<file path="src/rtl/fifo_burst_reader_pkg.sv">
// Shared definitions for the FIFO burst reader: FSM state encoding and
// the burst-length legality check used when elaborating the reader.
package fifo_burst_reader_pkg;

  typedef enum logic [1:0] {
    ST_IDLE  = 2'd0,
    ST_XFER  = 2'd1,
    ST_DRAIN = 2'd2
  } state_t;

  // A burst must hold at least one word and never more than the FIFO can store.
  function automatic bit burst_len_legal(input int burst_len, input int addr_width);
    return (burst_len >= 32'sd1) && (burst_len <= (32'sd1 << addr_width));
  endfunction

endpackage

</file>
<file path="src/rtl/stream_out_reg.sv">
// Output holding register for the burst stream: loads a popped word and keeps
// data/valid/last stable until the downstream side accepts it.
module stream_out_reg
  import fifo_burst_reader_pkg::*;
#(
  parameter int DATA_WIDTH = 16
) (
  input  logic                  clk,
  input  logic                  reset,
  input  logic                  load,
  input  logic                  accept,
  input  logic [DATA_WIDTH-1:0] load_data,
  input  logic                  load_last,
  output logic [DATA_WIDTH-1:0] out_data,
  output logic                  out_valid,
  output logic                  out_last
);

  logic [DATA_WIDTH-1:0] data_r;
  logic                  valid_r;
  logic                  last_r;

  // Beat register: a load always wins over an accept so back-to-back beats flow.
  always_ff @(posedge clk) begin
    if (reset) begin
      data_r  <= {DATA_WIDTH{1'b0}};
      valid_r <= 1'b0;
      last_r  <= 1'b0;
    end else if (load) begin
      data_r  <= load_data;
      valid_r <= 1'b1;
      last_r  <= load_last;
    end else if (valid_r && accept) begin
      valid_r <= 1'b0;
      last_r  <= 1'b0;
    end else begin
      data_r  <= data_r;
      valid_r <= valid_r;
      last_r  <= last_r;
    end
  end

  assign out_data  = data_r;
  assign out_valid = valid_r;
  assign out_last  = last_r;

endmodule

</file>
<file path="src/rtl/fifo_burst_reader.sv">
// Pops bursts from a first-word-fall-through FIFO, either when a threshold
// is reached or when a flush asks to drain what is currently stored.
module fifo_burst_reader
  import fifo_burst_reader_pkg::*;
#(
  parameter int DATA_WIDTH = 16,
  parameter int ADDR_WIDTH = 4,
  parameter int BURST_LEN  = 4
) (
  input  logic                  clk,
  input  logic                  reset,
  input  logic                  fifo_empty,
  input  logic                  fifo_full,
  input  logic [ADDR_WIDTH-1:0] fifo_depth,
  input  logic [DATA_WIDTH-1:0] fifo_data,
  output logic                  fifo_ren,
  input  logic                  flush,
  output logic [DATA_WIDTH-1:0] out_data,
  output logic                  out_valid,
  input  logic                  out_ready,
  output logic                  out_last,
  output logic                  busy
);

  localparam int CW = ADDR_WIDTH + 1;
  localparam bit BURST_LEN_OK = burst_len_legal(BURST_LEN, ADDR_WIDTH);
  // An illegal BURST_LEN degrades to single-word bursts instead of hanging.
  localparam logic [CW-1:0] BURST_CNT = BURST_LEN_OK ? CW'(BURST_LEN) : CW'(1);
  localparam logic [CW-1:0] FULL_CNT  = CW'(1 << ADDR_WIDTH);

  state_t          state_r;
  state_t          state_nxt_s;
  logic [CW-1:0]   count_r;
  logic [CW-1:0]   target_r;
  logic [CW-1:0]   target_nxt_s;
  logic [CW-1:0]   depth_ext_s;
  logic            start_s;
  logic            ren_s;
  logic            last_beat_s;
  logic            accept_s;
  logic            out_valid_s;
  logic            out_last_s;

  assign depth_ext_s = {1'b0, fifo_depth};
  assign accept_s    = out_valid_s && out_ready;
  assign last_beat_s = ((count_r + CW'(1)) == target_r);
  assign ren_s       = (state_r == ST_XFER) && !fifo_empty && (count_r < target_r) &&
                       (!out_valid_s || out_ready) && !reset;

  // Next-state and burst-size decision; flush outranks the threshold.
  always_comb begin
    state_nxt_s  = state_r;
    target_nxt_s = target_r;
    start_s      = 1'b0;
    case (state_r)
      ST_IDLE: begin
        if (flush && !fifo_empty) begin
          start_s      = 1'b1;
          target_nxt_s = fifo_full ? FULL_CNT : depth_ext_s;
          state_nxt_s  = ST_XFER;
        end else if (fifo_full || (depth_ext_s >= BURST_CNT)) begin
          start_s      = 1'b1;
          target_nxt_s = BURST_CNT;
          state_nxt_s  = ST_XFER;
        end else begin
          state_nxt_s  = ST_IDLE;
        end
      end
      ST_XFER: begin
        if (ren_s && last_beat_s) begin
          state_nxt_s = ST_DRAIN;
        end else begin
          state_nxt_s = ST_XFER;
        end
      end
      ST_DRAIN: begin
        if (accept_s && out_last_s) begin
          state_nxt_s = ST_IDLE;
        end else begin
          state_nxt_s = ST_DRAIN;
        end
      end
      default: begin
        state_nxt_s = ST_IDLE;
      end
    endcase
  end

  // FSM state register.
  always_ff @(posedge clk) begin
    if (reset) begin
      state_r <= ST_IDLE;
    end else begin
      state_r <= state_nxt_s;
    end
  end

  // Burst target and beat counter; the counter restarts on every burst entry.
  always_ff @(posedge clk) begin
    if (reset) begin
      count_r  <= {CW{1'b0}};
      target_r <= {CW{1'b0}};
    end else if (start_s) begin
      count_r  <= {CW{1'b0}};
      target_r <= target_nxt_s;
    end else if (ren_s) begin
      count_r  <= count_r + CW'(1);
      target_r <= target_r;
    end else begin
      count_r  <= count_r;
      target_r <= target_r;
    end
  end

  stream_out_reg #(
    .DATA_WIDTH (DATA_WIDTH)
  ) u_out_reg (
    .clk       (clk),
    .reset     (reset),
    .load      (ren_s),
    .accept    (out_ready),
    .load_data (fifo_data),
    .load_last (last_beat_s),
    .out_data  (out_data),
    .out_valid (out_valid_s),
    .out_last  (out_last_s)
  );

  assign fifo_ren  = ren_s;
  assign out_valid = out_valid_s;
  assign out_last  = out_last_s;
  assign busy      = (state_r != ST_IDLE);

endmodule

</file>
<file path="config.mk">
export PLATFORM = sky130hd
export DESIGN_NAME = fifo_burst_reader
export DESIGN_NICKNAME = d
export VERILOG_FILES = /design/src/rtl/fifo_burst_reader_pkg.sv /design/src/rtl/stream_out_reg.sv /design/src/rtl/fifo_burst_reader.sv
export SDC_FILE = /design/constraint.sdc
export NUM_CORES = 1
export LEC_CHECK = 0
export ABC_AREA = 1
export CAP_MARGIN = 30
export CORE_UTILIZATION = 46
export CTS_BUF_LIST = sky130_fd_sc_hd__clkbuf_16
export DETAILED_ROUTE_END_ITERATION = 8
export HOLD_SLACK_MARGIN = 0.05
export PLACE_DENSITY = 0.79
export SKIP_CTS_REPAIR_TIMING = 1
export SYNTH_ARGS = -nofsm -noshare
export SYNTH_HDL_FRONTEND = slang
export SYNTH_SLANG_ARGS = --single-unit
</file>
<file path="constraint.sdc">
create_clock -name clk -period 2 [get_ports clk]
set_input_delay 0.3 -clock clk [delete_from_list [all_inputs] [get_ports clk]]
set_output_delay 0.3 -clock clk [all_outputs]
set_load 0.03 [all_outputs]
</file>
==> run metrics <==
GRT Resource Usage Total=0.2248; Compound-Gate Fraction of Synth Area=0.1338; Synth Area in XOR/XNOR=0; Tot Pwr=1812 µW; Tmin final=1.981 ns; Synth Flop Type=dfxtp_1; ys async rst share=0; Die W=58.68 µm; largest net degree at the start of global routing=18; WL per Instance=12.04 µm; critical path startpoint category=register; Cell Area, Placed=1996 µm²; main combinational cell family by area after synthesis=simple AND/OR/NAND/NOR gates; total number of vias=1518; Worst Hold Depth=2; worst skew pair latency=0.27 ns; Netlist Area Pre-Place=1478 µm²; Worst Setup Path Type=register to output pin; Final #Nets=298; maximum clock insertion buffer count=2; H-tree depth=2; outcome=finished, final reports clean; Crit path required time=1.70 ns; Slew @ Worst Pin=0.3378 ns; clock slew at reported path FFs=0.05 ns; Worst R2R Start=target_r[2]; Syn Nets=237; first-pass GRT wire length=5678 µm; leakage=0.0009377 µW; post-DP HPWL=2560 µm; routability cong.=0.8341; row count=20; Layout area overhead=53.18%; Simple-Gate Fraction of Synth Area=0.3175; CTS Sinks=30; vias in the first global route=1442; chip height=58.68 µm; Die Area=3443 µm²; most frequent cells in the layout=47 x nor2_1, 44 x clkdlybuf4s50_1, 38 x nand2_1; Synth Instances=205; Design Area, Final=2263 µm²; count of different cell masters after synthesis=28; Peak VDD IR=0.0005833 V; Endpoint, Worst Hold=target_r[0]; root buf cell=clkbuf_16; Routed Antenna Nets=0; Max-slew headroom=0.7741; R2R Path End=u_out_reg.out_data[6]; antenna cells=0; Hold Fails Final Rpt=0; #FFs+latches synth=30; yosys warns=0; GRT overflow=0; worst hold start=target_r[0]; CP arrival=1.68 ns; Reg2Reg Depth=10; Clock Skew=0.003318 ns; Post-synth EDFFs=0; Core Footprint=3053 µm²; IO Port Bufs=45; max cap viols=0; Detailed Route WL=3731 µm; Setup violations, final=0; reg-to-reg slack, setup=0.23 ns; CTS Buf Count=5; CP Capture Type=output pin; Pwr Density=800.4 nW/µm²; crit share post-route=0.9906; drt pass-1 iters=4; initial antenna violation count=0; post-synthesis mux area share=0; adder-cell share of the synthesized area=0.05080; Seq/Total Area, Yosys=0.4064; share of cells above drive strength 1=0.1842; Max Clk Rate=504.7 MHz; initial DRC count=50; Max FO, Critical Path=7; Starting Density=0.4840; worst hold path type=register to register; Avg Cell Area, Syn=7.208 µm²; IO Count=46; vias per cell=4.897; Slew Limit Fails=0; drt drc=0; CTS tree=done; commonest non-fill, non-tap cell in the layout=nor2_1
-- cell families (layout without fill, tap and decap cells) --
kind of cell / after synthesis / in the layout
AND/OR/NAND/NOR: 106 / 106
AO/OA/AOI/OAI: 33 / 33
flip-flops: 30 / 30
buffers and inverters: 30 / 91
adder cells (fa/ha/maj): 6 / 6
-- how the worst max path moves through the flow --
stage	slack (ns)	cells past startpoint	end	start
after floorplan	0.26	7	fifo_ren	count_r[2]
after global placement	0.20	6	fifo_ren	out_ready
after detailed placement	0.18	6	fifo_ren	out_ready
after CTS	-0.10	8	fifo_ren	target_r[4]
after global routing	-0.04	8	fifo_ren	target_r[2]
final	0.02	8	fifo_ren	target_r[2]
-- cells in the mapped netlist, types with 2 or more instances --
cell | n | area share
inv_1 | 23 | 0.058
nor3_1 | 2 | 0.0068
nor2_1 | 47 | 0.12
a21oi_1 | 6 | 0.020
buf_2 | 2 | 0.0068
nand3_1 | 6 | 0.020
o22ai_1 | 2 | 0.0085
ha_1 | 6 | 0.051
nand2_1 | 40 | 0.10
or2_2 | 3 | 0.013
nand4_1 | 4 | 0.017
o21ai_0 | 19 | 0.064
dfxtp_1 | 30 | 0.41
-- sequential cells by signal, indices dropped and copies added, names as in the netlist --
signal,cells
u_out_reg.out_data,16
count_r,5
state_r,2
target_r,5
u_out_reg.out_valid,1
u_out_reg.out_last,1
-- layer usage --
layer  up-vias  global-route usage  share of wire
met2        39              0.4171           0.54
met4         0              0.1190          0.017
met5         -                   0              0
met1       700              0.2240           0.40
li1        772                   -              -
met3         7             0.06813          0.051
-- critical path: stages, from the launching register on --
cell and delay (ns):
dfxtp_2 0.32, inv_2 0.08, ha_4 0.20, nand2_1 0.08, nand2_2 0.08, a21oi_4 0.17, nand4_4 0.15, nor2_8 0.19
buf_6 0.15
-- power breakdown --
part	leakage [µW]	switching (µW)	internal [µW]
Clock	0.0000773	241	573
Sequential	0.000246	19.7	630
Combinational	0.000614	186	161
-- layout make-up --
class                           instances  area (µm²)
Sequential cell                        30       608.1
Inverter                               24       90.09
Fill cell                             241       789.5
Clock buffer                            5       125.1
Tap cell                               44       55.05
Clock inverter                          2       33.78
Multi-Input combinational cell        145       787.0
Timing Repair Buffer                   60       564.3
-- through the flow --
step	utilization	setup slack (ns)	hold slack, ns	instances	setup TNS [ns]
final	0.7414	0.01870	0.4613	310	0
after global routing	0.7414	-0.04102	0.4924	310	-0.04102
after CTS	0.7057	-0.1032	0.4667	303	-0.1032
after detailed placement	0.6537	0.1828	0.4549	296	0
after global placement	0.6537	0.1987	0.4487	296	0
after floorplan	-	0.2567	0.4322	205	0
No activity file was read; power rests on OpenSTA's default activity.
